<file path="config.mk">
export PLATFORM = sky130hd
export DESIGN_NAME = pam4_frame_sync
export DESIGN_NICKNAME = d
export VERILOG_FILES = /design/src/rtl/pam4_pkg.sv /design/src/rtl/pam4_gray_demap.sv /design/src/rtl/pam4_frame_sync.sv
export SDC_FILE = /design/constraint.sdc
export NUM_CORES = 1
export LEC_CHECK = 0
export BUFFER_PORTS_ARGS = -buffer_cell sky130_fd_sc_hd__buf_2
export CAP_MARGIN = 20
export CORE_ASPECT_RATIO = 0.6
export CORE_MARGIN = 1.5
export CORE_UTILIZATION = 25
export CTS_CLUSTER_DIAMETER = 60
export CTS_CLUSTER_SIZE = 30
export DETAILED_ROUTE_END_ITERATION = 8
export PLACE_DENSITY = 0.52
export SYNTH_ARGS = -nofsm -noshare
export SYNTH_HDL_FRONTEND = slang
export SYNTH_SLANG_ARGS = --single-unit
</file>
<file path="constraint.sdc">
create_clock -name clk -period 4 [get_ports clk]
set_clock_uncertainty 0.05 [all_clocks]
set_input_delay 0.2 -clock clk [delete_from_list [all_inputs] [get_ports clk]]
set_output_delay 0.2 -clock clk [all_outputs]
set_load 0.1 [all_outputs]
</file>
<file path="src/rtl/pam4_pkg.sv">
// ============================================================================
// Module : pam4_pkg
// Brief  : Shared frame-sync state encoding, PAM4 levels and Gray bit pairs.
// Rev    : 1.0
// ============================================================================
`default_nettype none

package pam4_pkg;

    typedef enum logic [1:0] {
        ST_HUNT  = 2'd0,
        ST_CHECK = 2'd1,
        ST_LOCK  = 2'd2
    } sync_state_e;

    localparam logic signed [3:0] c_LVL_M3 = -4'sd3;
    localparam logic signed [3:0] c_LVL_M1 = -4'sd1;
    localparam logic signed [3:0] c_LVL_P1 =  4'sd1;
    localparam logic signed [3:0] c_LVL_P3 =  4'sd3;

    localparam logic [1:0] c_GRAY_M3 = 2'b00;
    localparam logic [1:0] c_GRAY_M1 = 2'b01;
    localparam logic [1:0] c_GRAY_P1 = 2'b11;
    localparam logic [1:0] c_GRAY_P3 = 2'b10;

endpackage

`default_nettype wire

</file>
<file path="src/rtl/pam4_gray_demap.sv">
// ============================================================================
// Module : pam4_gray_demap
// Brief  : Combinational PAM4 -> Gray bit-pair demapper with illegal flag.
// Rev    : 1.0
// ============================================================================
`default_nettype none

module pam4_gray_demap
    import pam4_pkg::*;
(
    input  logic signed [3:0] i_sym,
    output logic        [1:0] o_bits,
    output logic              o_illegal
);

    // Any code outside the four levels decodes as 00 so the stream stays aligned.
    always_comb begin
        o_bits    = c_GRAY_M3;
        o_illegal = 1'b0;
        case (i_sym)
            c_LVL_M3: o_bits = c_GRAY_M3;
            c_LVL_M1: o_bits = c_GRAY_M1;
            c_LVL_P1: o_bits = c_GRAY_P1;
            c_LVL_P3: o_bits = c_GRAY_P3;
            default:  o_illegal = 1'b1;
        endcase
    end

endmodule

`default_nettype wire

</file>
<file path="src/rtl/pam4_frame_sync.sv">
// ============================================================================
// Module : pam4_frame_sync
// Brief  : PAM4 symbol demap, frame sync hunt/check/lock and payload extraction.
// Rev    : 1.0
// ============================================================================
`default_nettype none

module pam4_frame_sync
    import pam4_pkg::*;
#(
    parameter logic [7:0] SYNC_WORD     = 8'hB8,
    parameter int         PAYLOAD_BYTES = 7,
    parameter int         LOCK_CNT      = 2,
    parameter int         UNLOCK_CNT    = 3
) (
    input  logic              clk,
    input  logic              rst,
    input  logic              sym_en,
    input  logic signed [3:0] sym,
    output logic        [7:0] dout,
    output logic              dout_valid,
    output logic              sof,
    output logic              locked,
    output logic        [1:0] state,
    output logic       [15:0] sym_err_cnt
);

    localparam int         c_FRAME_SYMS = 4 * (1 + PAYLOAD_BYTES);
    localparam logic [7:0] c_LAST_SYM   = 8'(c_FRAME_SYMS - 1);
    localparam logic [7:0] c_PAY_END    = 8'(4 * PAYLOAD_BYTES);
    localparam logic [7:0] c_LOCK_CNT   = 8'(LOCK_CNT);
    localparam logic [7:0] c_UNLOCK_CNT = 8'(UNLOCK_CNT);

    sync_state_e r_state;
    logic [7:0]  r_sr;
    logic [7:0]  r_sym_cnt;
    logic [7:0]  r_good_cnt;
    logic [7:0]  r_miss_cnt;
    logic [7:0]  r_dout;
    logic        r_dout_valid;
    logic        r_sof;
    logic [15:0] r_err_cnt;

    logic [1:0]  w_bits;
    logic        w_illegal;
    logic [7:0]  w_sr_next;
    logic        w_sync_hit;
    logic        w_byte_slot;
    logic [7:0]  w_good_inc;
    logic [7:0]  w_miss_inc;

    pam4_gray_demap u_demap (
        .i_sym     (sym),
        .o_bits    (w_bits),
        .o_illegal (w_illegal)
    );

    assign w_sr_next   = {r_sr[5:0], w_bits};
    assign w_sync_hit  = (w_sr_next == SYNC_WORD);
    assign w_byte_slot = (r_sym_cnt[1:0] == 2'b11) && (r_sym_cnt < c_PAY_END);
    assign w_good_inc  = r_good_cnt + 8'd1;
    assign w_miss_inc  = r_miss_cnt + 8'd1;

    always_ff @(posedge clk) begin
        if (rst) begin
            r_state      <= ST_HUNT;
            r_sr         <= 8'd0;
            r_sym_cnt    <= 8'd0;
            r_good_cnt   <= 8'd0;
            r_miss_cnt   <= 8'd0;
            r_dout       <= 8'd0;
            r_dout_valid <= 1'b0;
            r_sof        <= 1'b0;
            r_err_cnt    <= 16'd0;
        end else begin
            r_dout_valid <= 1'b0;
            r_sof        <= 1'b0;
            if (sym_en) begin
                r_sr <= w_sr_next;
                if (w_illegal && (r_err_cnt != 16'hFFFF)) begin
                    r_err_cnt <= r_err_cnt + 16'd1;
                end
                case (r_state)
                    ST_HUNT: begin
                        if (w_sync_hit) begin
                            r_state    <= ST_CHECK;
                            r_sym_cnt  <= 8'd0;
                            r_good_cnt <= 8'd0;
                        end
                    end
                    default: begin
                        // Bytes complete on every 4th payload symbol of a locked frame.
                        if ((r_state == ST_LOCK) && w_byte_slot) begin
                            r_dout       <= w_sr_next;
                            r_dout_valid <= 1'b1;
                            r_sof        <= (r_sym_cnt == 8'd3);
                        end
                        if (r_sym_cnt == c_LAST_SYM) begin
                            r_sym_cnt <= 8'd0;
                            if (r_state == ST_CHECK) begin
                                if (w_sync_hit) begin
                                    r_good_cnt <= w_good_inc;
                                    if (w_good_inc == c_LOCK_CNT) begin
                                        r_state    <= ST_LOCK;
                                        r_miss_cnt <= 8'd0;
                                    end
                                end else begin
                                    r_state <= ST_HUNT;
                                end
                            end else if (w_sync_hit) begin
                                r_miss_cnt <= 8'd0;
                            end else begin
                                r_miss_cnt <= w_miss_inc;
                                if (w_miss_inc == c_UNLOCK_CNT) begin
                                    r_state <= ST_HUNT;
                                end
                            end
                        end else begin
                            r_sym_cnt <= r_sym_cnt + 8'd1;
                        end
                    end
                endcase
            end
        end
    end

    assign dout        = r_dout;
    assign dout_valid  = r_dout_valid;
    assign sof         = r_sof;
    assign locked      = (r_state == ST_LOCK);
    assign state       = r_state;
    assign sym_err_cnt = r_err_cnt;

endmodule

`default_nettype wire

</file>
; Word level (Yosys, flattened, before mapping)
; Index checks and enable logic that the tools add are counted.
[classes]
add_sub_neg = 4
n_lt_le_gt_ge = 1
n_eq_ne = 20
mux = 22
bitwise = 3
reduce_logical = 15
[ops]
columns = op, n
row1 = $mux 8, 11
row2 = $add 8x1->8 const B, 3
row3 = $eq 8x2->1 const B, 3
row4 = $add 16x1->16 const B, 1
row5 = $mux 2, 8
row6 = $ne 16x16->1 const B, 1
row7 = $reduce_and 5->1, 2
row8 = $eq 4x4->1 const B, 2
row9 = $eq 8x5->1 const B, 1
row10 = $eq 8x8->1 const B, 1
row11 = $lt 8x5->1 const B, 1
row12 = $reduce_or 4->1, 2
row13 = $ne 3x1->1 const B, 2
row14 = $pmux 2 s3, 1
row15 = $reduce_and 6->1, 1
row16 = $eq 2x2->1 const B, 2
row17 = $eq 4x1->1 const B, 1
row18 = $eq 4x2->1 const B, 1
row19 = $ne 2x2->1 const B, 2
row20 = $ne 4x2->1 const B, 1
row21 = $reduce_and 2->1, 2
row22 = $reduce_bool 2->1, 2
row23 = $logic_and 1x1->1, 3
row24 = $ne 3x3->1 const B, 1
row25 = 7 further kinds, 10
[word_totals]
reg_bits = 58
input_bits = 7
word_cells = 74

; Logic depth before layout (Yosys ltp)
; Gate-level depths: netlist of run 1.
[logic_depth]
depth_word = 7
mapped_depth = 8
mapped_depth_nobuf = 7

; By module
; Synthesis of run 1 repeated with hierarchy kept, for this count alone.
[hier_totals]
hier_cells = 354
area_unflattened_um2 = 3011.6
[modules_own_cells]
columns = mod, n_inst, cells_each, area_each_um2, seq_area_each_um2
row1 = pam4_frame_sync, 1, 348, 2972.9, 1161.1
row2 = pam4_gray_demap, 1, 6, 38.8, 0.0

; Least setup slack after synthesis of run 1
; No wires, ideal clock.
[synth_timing]
path_type = register -> register
start = register r_state[1] (netlist: state[1])
end = register r_dout[1] (netlist: dout[1])
setup_ns = 0.128
t_arrival_ns = 3.575
required_ns = 3.822
path_slack_ns = 0.248
path_stages_with_launch = 7
path_buffers = 1
cell_sequence = dfxtp_1 clkbuf_1 nor2b_1 and2_1 nand3_1 mux2i_1 nor2_1
[synth_between]
elab_chain_len = 3
word_cells_on_any_way = 5
classes_between = eq/ne (1) / bitwise (1) / reduce/logical (3)
[synth_lines]
columns = element, line_no
row1 = "start, declared", pam4_frame_sync.sv:34  ; sync_state_e r_state;
row2 = "start signal, assigned", pam4_frame_sync.sv:66  ; r_state <= ST_HUNT;
row3 = "start signal, assigned", pam4_frame_sync.sv:86  ; r_state <= ST_CHECK;
row4 = "start signal, assigned", pam4_frame_sync.sv:104  ; r_state <= ST_LOCK;
row5 = $eq 2x2->1, n/a
row6 = named net locked, pam4_frame_sync.sv:23  ; output logic locked,
row7 = $logic_and 1x1->1, pam4_frame_sync.sv:93  ; if ((r_state == ST_LOCK) && w_byte_slot) begin
row8 = $reduce_and 3->1 (no source line), n/a
row9 = "end signal, assigned", pam4_frame_sync.sv:94  ; r_dout <= w_sr_next;
row10 = "end, declared", pam4_frame_sync.sv:39  ; logic [7:0] r_dout;
; The timed path passes the listed nets, and every way through them passes these cells.
; A chain may end at the register's enable or synchronous reset.

; Worst setup path in the final report of run 1
[layout_timing]
start = register r_sym_cnt[0]
end = register r_miss_cnt[3]
[layout_between]
elab_chain_len = 2
[layout_lines]
columns = element, line_no
row1 = "start, declared", pam4_frame_sync.sv:36  ; logic [7:0] r_sym_cnt;
row2 = "start signal, assigned", pam4_frame_sync.sv:119  ; r_sym_cnt <= r_sym_cnt + 8'd1;
row3 = $eq 8x5->1, pam4_frame_sync.sv:98  ; if (r_sym_cnt == c_LAST_SYM) begin
row4 = $reduce_and 5->1 (no source line), n/a
row5 = "end signal, assigned", pam4_frame_sync.sv:113  ; r_miss_cnt <= w_miss_inc;
row6 = "end, declared", pam4_frame_sync.sv:38  ; logic [7:0] r_miss_cnt;
; Every way passes these cells.

==> results of run 1 <==
## metal layers
layer / wire length (um) / part of all wire / track usage / vias to the layer above
li1: - / - / - / 1375
met1: 4010 / 0.55 / 0.181 / 1231
met2: 2800 / 0.38 / 0.153 / 77
met3: 408 / 0.056 / 0.0392 / 12
met4: 99 / 0.014 / 0.0340 / 0
met5: 0 / 0 / 0 / -
## final cells by class
class | count | area share
Multi-Input combinational cell | 279 | 0.488
Sequential cell | 58 | 0.320
Clock buffer | 12 | 0.0706
Tap cell | 165 | 0.0568
Timing Repair Buffer | 36 | 0.0503
Inverter | 10 | 0.0103
Clock inverter | 3 | 0.00413
## cell usage after synthesis (all sizes together), types with 2 or more instances
library cell,number,area share
a21o,3,0.0073
mux2i,16,0.052
nor4b,2,0.013
nand3b,2,0.0049
xnor2,14,0.040
and4,4,0.012
xor2,10,0.029
and3,10,0.022
a211o,2,0.0057
buf,8,0.018
a21oi,19,0.031
o21ai,20,0.033
nand2,25,0.031
ha,6,0.024
inv,10,0.012
nand3,18,0.031
a311oi,3,0.0086
nand4b,3,0.0086
o311ai,2,0.0057
nor3,13,0.021
nor2,58,0.072
dfxtp,58,0.38
nand4,8,0.016
o211ai,2,0.0049
nor4,2,0.0041
and2,9,0.019
or2,2,0.0041
clkbuf,10,0.012
a32oi,2,0.0057
o41ai,2,0.0082
o2111ai,3,0.0086
a31oi,5,0.010
## worst max path at each step
stage	from	to	slack [ns]	cells after the start
detailed placement	r_good_cnt[0]	r_miss_cnt[2]	1.63	7
global route	r_sym_cnt[0]	r_miss_cnt[3]	1.36	7
floorplan	state[1]	dout[1]	0.25	6
CTS	r_good_cnt[0]	r_miss_cnt[2]	1.62	7
finish	r_sym_cnt[0]	r_miss_cnt[3]	1.60	7
global placement	r_good_cnt[0]	r_miss_cnt[3]	1.66	7
## state kept, by name (all words and copies together) (netlist names)
signal       count
sym_err_cnt     16
r_miss_cnt       8
r_sr             6
dout             8
sof              1
r_sym_cnt        8
dout_valid       1
r_good_cnt       8
state            2
## layout by cell type, fill, tap and decap left out, drive strengths merged, types with 4 or more instances in the layout
| cell | Yosys | routed |
|---|---|---|
| and2 | 9 | 9 |
| o21ai | 20 | 20 |
| nor3 | 13 | 13 |
| and3 | 10 | 10 |
| a21oi | 19 | 19 |
| nor2 | 58 | 58 |
| a31oi | 5 | 5 |
| and4 | 4 | 4 |
| mux2i | 16 | 16 |
| xor2 | 10 | 10 |
| ha | 6 | 6 |
| nand3 | 18 | 18 |
| clkbuf | 10 | 12 |
| buf | 8 | 36 |
| xnor2 | 14 | 14 |
| nand4 | 8 | 8 |
| inv | 10 | 10 |
| dfxtp | 58 | 58 |
| nand2 | 25 | 25 |
## stage by stage
| stage | worst slack [ns] | area [um^2] | hold WS (ns) |
|---|---|---|---|
| after global routing | 1.36 | 3630 | 0.260 |
| after CTS | 1.62 | 3630 | 0.235 |
| final | 1.60 | 3630 | 0.250 |
| after global placement | 1.66 | 3360 | 0.416 |
| after detailed placement | 1.63 | 3360 | 0.432 |
| after floorplan | 0.248 | 3070 | 0.382 |
## power by group through the flow
stage	logic, uW	clock network [uW]	registers (uW)
4_1_cts	103	714	593
6_report	103	697	593
5_1_grt	113	736	593
2_1_floorplan	51.9	0	630
3_3_place_gp	102	0	604
3_5_place_dp	102	0	605
## kinds of logic after synthesis
family,Yosys count,synth area share
AOI/OAI and AO/OA,73,0.163
xor gates and xnor gates,24,0.0685
adders and majority gates,6,0.0245
buffers and inverters,28,0.0428
DFF,58,0.379
muxes,16,0.0522
and+or+nand+nor,160,0.271
## worst register-to-register path: stages, from the launching register on
cell	delay (ns)
sky130_fd_sc_hd__dfxtp_1	0.37
sky130_fd_sc_hd__ha_1	0.27
sky130_fd_sc_hd__nor4b_4	0.32
sky130_fd_sc_hd__and2_1	0.35
sky130_fd_sc_hd__nand3_2	0.18
sky130_fd_sc_hd__nor2_2	0.25
sky130_fd_sc_hd__or4b_1	0.45
sky130_fd_sc_hd__o21ai_0	0.08
==> results.md, run 1 <==
- The count of buffers added on input and output ports is 35.
- The number of filler instances in the final layout is 1,305.
- No sink is reached through more buffers than the 2 on the longest clock path.
- The final count of pins violating max slew is 0.
- The cell area after technology mapping is 3070 um^2.
- The number of global-route vias before repair came to 2,351.
- The total track usage is 0.119.
- In this run the worst hold path is classified as in -> reg.
- The fraction of final layout cells sized beyond drive strength 1 is 0.163.
- The total net switching power is 340 uW.
- The routed length per instance is 13.0 um.
- The cell count after synthesis is 365.
- The switching power as a share of total power is 0.244.
- Yosys printed 0 warnings.
- At the pin with the least slew margin, the transition time is 0.782 ns.
- After clock tree synthesis, the clock-pin slew on the worst setup and hold paths is 0.05 ns.
- The area growth from synthesis to layout is 18.5%.
- The slack of the worst reg-to-reg path is 1.60 ns.
- For the worst flop-to-flop path, the logic depth is 7.
- The required arrival time at the worst endpoint is 4.20 ns.
- 36 I/O pins were placed.
- The category of the worst setup path capture point is a register.
- The first TritonRoute pass finished after 4 iterations.
- The net count of the finished layout is 407.
- The accumulated negative setup slack is 0 ns.
- In the final layout, flip-flops and latches occupy 1160 um^2.
- The worst vdd rail ir drop is 0.221 mV.
- The die is 88.8 um tall.
- Traced cell by cell, the critical path runs through ha_1 -> nor4b_4 -> and2_1 -> nand3_2 -> nor2_2 -> or4b_1 -> o21ai_0.
- The post-synthesis net count is 378.
- In this run the clock root is driven by a sky130_fd_sc_hd__clkbuf_16.
- The share of synthesized flip-flops with an asynchronous set or reset is 0.
- The final count of negative-setup-slack endpoints is 0.
- The internal power of the cells totals 1050 uW.
- Dividing the final minimum period by the clock period gives 0.601.
- The clock net in this run drives a total of 58 sinks.
- The startpoint of the worst register-to-register path is r_sym_cnt[0].
- Excluding fillers, the count of instances in the completed layout stands at 563.
- The remaining routing DRC violations is 0.
- The largest single stage delay on the critical path is 0.45 ns.
- The clock tree from TritonCTS is yes.
- At the later pin of the worst-skew pair, clock insertion delay measures 0.33 ns.
- The number of routed nets with antenna violations is 0.
- The dominant synthesized flop cell is sky130_fd_sc_hd__dfxtp_1.
- The number of distinct library cell variants in the gate-level netlist after synthesis is 59.
- The post-cts sizing count is 0.
- The number of antenna violations at the first check in global routing is 0.
- The portion of total power attributed to the clock network is 0.501.
- Summed over all nets, the half-perimeter wirelength after detailed placement is 5.30 mm.
- The initial core utilization is 0.255.
- The multi-input combinational cell area is 1770 um^2.
- The remaining global-route overflow is 0.
- The number of synthesized flops with an enable pin is 0.
- The start point of the worst hold path is sym[2].
- The floorplan die area is 13,000 um^2.
- The flow ran to the end, and the final reports show no timing, DRC or antenna violations.
- Subtracting the final worst setup slack from the clock period gives 2.40 ns.
- Summing internal, switching and leakage power gives 1390 uW.
- The number of buffers and inverters on the critical path is 0.
- Setup repair after global routing left no endpoint under its margin.
- A synthesized cell averages 8.40 um^2.
- The worst hold endpoint is dout[1].
- Timing would allow up to 416 MHz.
- The largest driver fanout on the critical path is 8.
- Of the synthesized area, sequential elements account for 0.379.
- The via density per instance is 4.79.
- Summing over every cut layer, the via total after detailed routing is 2,695.
- Along the worst hold path, the cell count comes to 4.
- The number of placed cells counting well taps is 548.
- The floorplan core area is 12,000 um^2.
- In this run, synthesis produced a sequential element count of 58.
- Routability-driven placement finished with a final weighted congestion of 0.841.
- The number of hold violations in the final report is 0.
- The part of the power in combinational logic is 0.074.
- Power spread over the standard cell area amounts to 383 nW/um^2.
- The H-tree generated during clock tree synthesis spans 3 levels.
- Entering global routing, the biggest net connects 31 pins.
- After clock tree synthesis, the setup repair step added 0 buffers.
- STA puts the critical path data arrival time at 2.61 ns.
- The final antenna diode count is 0.
- The share of total power dissipated in sequential elements is 0.426.
- The capture instance of the worst register-to-register path is r_miss_cnt[3].
- The type of the setup path with the least slack is reg -> reg.
- The tightest slew margin relative to the limit is 0.478.
- Among all stages on the critical path, the largest delay is contributed by sky130_fd_sc_hd__or4b_1.
- The violation count after the first detailed-route iteration is 210.
- The post-cts hold buffer count is 0.
- In this run the core area contains 31 standard-cell rows.
- The critical path startpoint category is a register.
- The sum of routed wire length over all layers is 7.32 mm.
- The leakage power figure is 0.00141 uW.
- The number of buffers added by the clock tree synthesis step is 9.
- The first global-routing pass estimated 12.1 mm of wire.
- The die outline width is 146 um.
- The core occupancy in the finished layout is 0.302.
- Max-cap violations in this run came to 0.
- The largest delay contributor family on the critical path is simple AND/OR/NAND/NOR gates.
No activity file was read; power rests on OpenSTA's default activity.
==> run 2, diff against run 1 <==
clock period = 2.31 ns   (was 4 ns; I/O delays follow)
==> results.md, run 2 (same netlist as run 1, synthesis figures left out) <==
- The leakage power figure is 0.00149 uW (+5.7%).
- The critical path startpoint category is a register.
- The maximum operating frequency is 466 MHz (+12%).
- The height of the die is 88.8 um (unchanged).
- The final count of pins violating max slew is 0 (unchanged).
- The total of max-cap violations came to 0 (unchanged).
- Setup repair after global routing left no endpoint under its margin.
- The cell depth of the worst hold path was 2 (-2).
- The core occupancy in the finished layout was 0.316 (+0.0134).
- The start point of the worst hold path is rst.
- The largest individual stage delay along the critical path comes from the cell sky130_fd_sc_hd__a2111oi_4.
- The floorplan core area came to 12,000 um^2 (unchanged).
- The slack of the worst reg-to-reg path is 0.16 ns (-1.43 ns).
- The slew at the pin closest to its max-slew limit was 0.664 ns (-0.119 ns).
- The global-route wire length before repair was 12.8 mm (+6.1%).
- The net count reported at finish is 417 (+2.5%).
- The startpoint of the worst register-to-register path is r_good_cnt[0].
- The number of global-route vias before repair came to 2,416 (+2.8%).
- The number of filler instances in the final layout is 1,270 (-2.7%).
- The final count of negative-setup-slack endpoints is 0 (unchanged).
- The placed standard-cell area is 3470 um^2 (+3.2%).
- The final critical-path required period is 2.15 ns (-0.259 ns).
- The flip-flop count of the largest register, all copies and words added is 16 (unchanged).
- The via density per instance is 4.82 (+0.65%).
- The buffer count from post-CTS setup fixing is 0 (unchanged).
- The internal power summed over all cells was 2030 uW (+93%).
- The power density relative to cell area is 695 nW/um^2 (+81%).
- The clock network latency to the later pin of the worst-skew pair is 0.33 ns (about the same).
- The number of placed cells counting well taps was 558 (+1.8%).
- The number of buffers added by the clock tree synthesis step came to 9 (unchanged).
- The maximum number of pins on one net before global-route repair is 37 (+19%).
- Walking the worst path, the cells encountered are ha_2 -> buf_4 -> and4_2 -> a2111oi_4 -> nand2_2 -> o311ai_1 -> o21ai_0.
- The sum of routed wire length over all layers came to 7.91 mm (+8.0%).
- The part of the power in combinational logic is 0.069 (-0.005).
- The number of H-tree levels is 3 (unchanged).
- The clock tree from TritonCTS is yes.
- The root buffer cell chosen for the clock tree is sky130_fd_sc_hd__clkbuf_16.
- The number of rows created at floorplan is 31 (unchanged).
- The clock-pin slew on the worst setup and hold paths is 0.05 ns (about the same).
- The run finished with clean final reports.
- The sequential power share is 0.390 (-0.036).
- The maximum buffer depth of the clock tree is 2 (unchanged).
- The remaining global-route overflow is 0 (unchanged).
- The number of routed nets with antenna violations is 0 (unchanged).
- The final weighted congestion in routability-driven placement is 0.798 (-5.1%).
- The fraction of final layout cells sized beyond drive strength 1 was 0.229 (+0.0652).
- The kind of path behind the tightest hold check is in -> reg.
- The number of cells on the worst reg-to-reg path is 7 (unchanged).
- The number of detailed-routing iterations run before antenna repair is 4 (unchanged).
- The buffer and inverter count on the worst path is 1 (+1).
- The die outline width is 146 um (unchanged).
- The worst vdd rail ir drop is 0.308 mV (+40%).
- The number of antenna violations at the first check in global routing was 0 (unchanged).
- STA classifies the critical path endpoint as a register.
- The required arrival time at the worst endpoint is 2.45 ns (-1.75 ns).
- The clock sink count is 58 (unchanged).
- The largest delay contributor family on the critical path is compound AO/OA/AOI/OAI gates.
- The largest driver fanout on the critical path is 6 (-2).
- The switching power as a share of total power came to 0.229 (-0.0145).
- The library cells used most frequently in the layout, excluding fill and tap cells, are sky130_fd_sc_hd__nor2_1, sky130_fd_sc_hd__dfxtp_1, sky130_fd_sc_hd__buf_2.
- The number of buffers added on ports came to 35 (unchanged).
- The remaining routing DRC violations is 0 (unchanged).
- The total net switching power came to 604 uW (+78%).
- The worst setup path is of the reg -> reg kind.
- The synthesis-to-layout area growth is 23.7%.
- The post-route cell area is 3790 um^2 (+4.4%).
- The total track usage is 0.126 (+0.00745).
- The portion of total power attributed to the clock network is 0.541 (+0.040).
- The initial core utilization is 0.255 (unchanged).
- The final hold slack came to 0.161 ns (-0.0883 ns).
- The routed length per instance is 13.8 um (+6.3%).
- The violation count after the first detailed-route iteration is 214 (+1.9%).
- The library cell used most frequently in the layout, excluding fill and tap cells, is sky130_fd_sc_hd__nor2_1.
- The capture instance of the worst register-to-register path is state[0].
- The final HPWL from detailed placement is 5.66 mm (+6.9%).
- The tightest slew margin relative to the limit is 0.553 (+0.0750).
- The total via count in the routed design is 2,756 (+2.3%).
- The worst hold endpoint is r_good_cnt[0].
- The floorplan die area is 13,000 um^2 (unchanged).
- The final antenna diode count is 0 (unchanged).
- The endpoint arrival time on the critical path is 2.28 ns (-0.33 ns).
- The non-filler instance count after layout was 572 (+1.6%).
- The accumulated negative setup slack came to 0 ns (unchanged).
- The count of pins on the block boundary is 36 (unchanged).
- The final clock period utilization by the worst path is 0.929 (+0.327).
- The maximum single-stage delay on the critical path is 0.37 ns (-0.08 ns).
- The number of hold violations in the final report was 0 (unchanged).
==> run 2: cell types whose count changed in the layout (fill, tap and decap cells not counted), moves of 3 or more <==
cell                       delta
sky130_fd_sc_hd__dfxtp_1     -14
sky130_fd_sc_hd__dfxtp_2     +13
sky130_fd_sc_hd__buf_4       +10
sky130_fd_sc_hd__clkinv_2     -3
==> run 2: metal layers <==
layer / vias up / share of wire / track usage
met5: - / 0 / 0
met4: 0 / 0.010 / 0.0432
met3: 6 / 0.048 / 0.0443
met2: 55 / 0.40 / 0.165
met1: 1310 / 0.54 / 0.187
li1: 1385 / - / -
==> run 2: how the worst max path moves through the flow <==
stage | from | endpoint | slack, ns | cells past startpoint
6_report | r_good_cnt[0] | state[0] | 0.16 | 7
5_1_grt | r_sym_cnt[0] | r_miss_cnt[7] | 0.02 | 6
4_1_cts | r_good_cnt[0] | state[0] | 0.02 | 7
3_5_place_dp | r_good_cnt[0] | state[0] | 0.05 | 7
3_3_place_gp | r_sym_cnt[0] | r_miss_cnt[3] | 0.20 | 7
2_1_floorplan | state[1] | dout[1] | 0.01 | 6
==> run 2: cell type report <==
type                    instances  area (um^2)  share of cell area
flip-flops and latches         58         1180               0.311
clock inverters                 1         30.0             0.00791
multi-input cells             279         1790               0.472
repair buffers                 46          258              0.0679
clock buffers                  13          292              0.0768
inverters                      10         37.5             0.00989
well taps                     165          206              0.0544
==> run 2: through the flow <==
step	worst slack (ns)	power [uW]
floorplan	0.0108	1180
global placement	0.197	1230
detailed placement	0.0476	1230
CTS	0.0235	2670
global route	0.0171	2740
finish	0.165	2640
==> run 2: power groups by stage <==
stage / Sequential, uW / Clock, uW / Combinational (uW)
floorplan: 1090 / 0 / 89.6
finish: 1030 / 1420 / 183
global placement: 1050 / 0 / 181
CTS: 1030 / 1460 / 183
detailed placement: 1050 / 0 / 182
global route: 1030 / 1510 / 200
==> run 2: timing repair <==
action	in CTS	in global routing
resized for setup	0	5
hold buffers	0	0
setup endpoints to repair	0	6
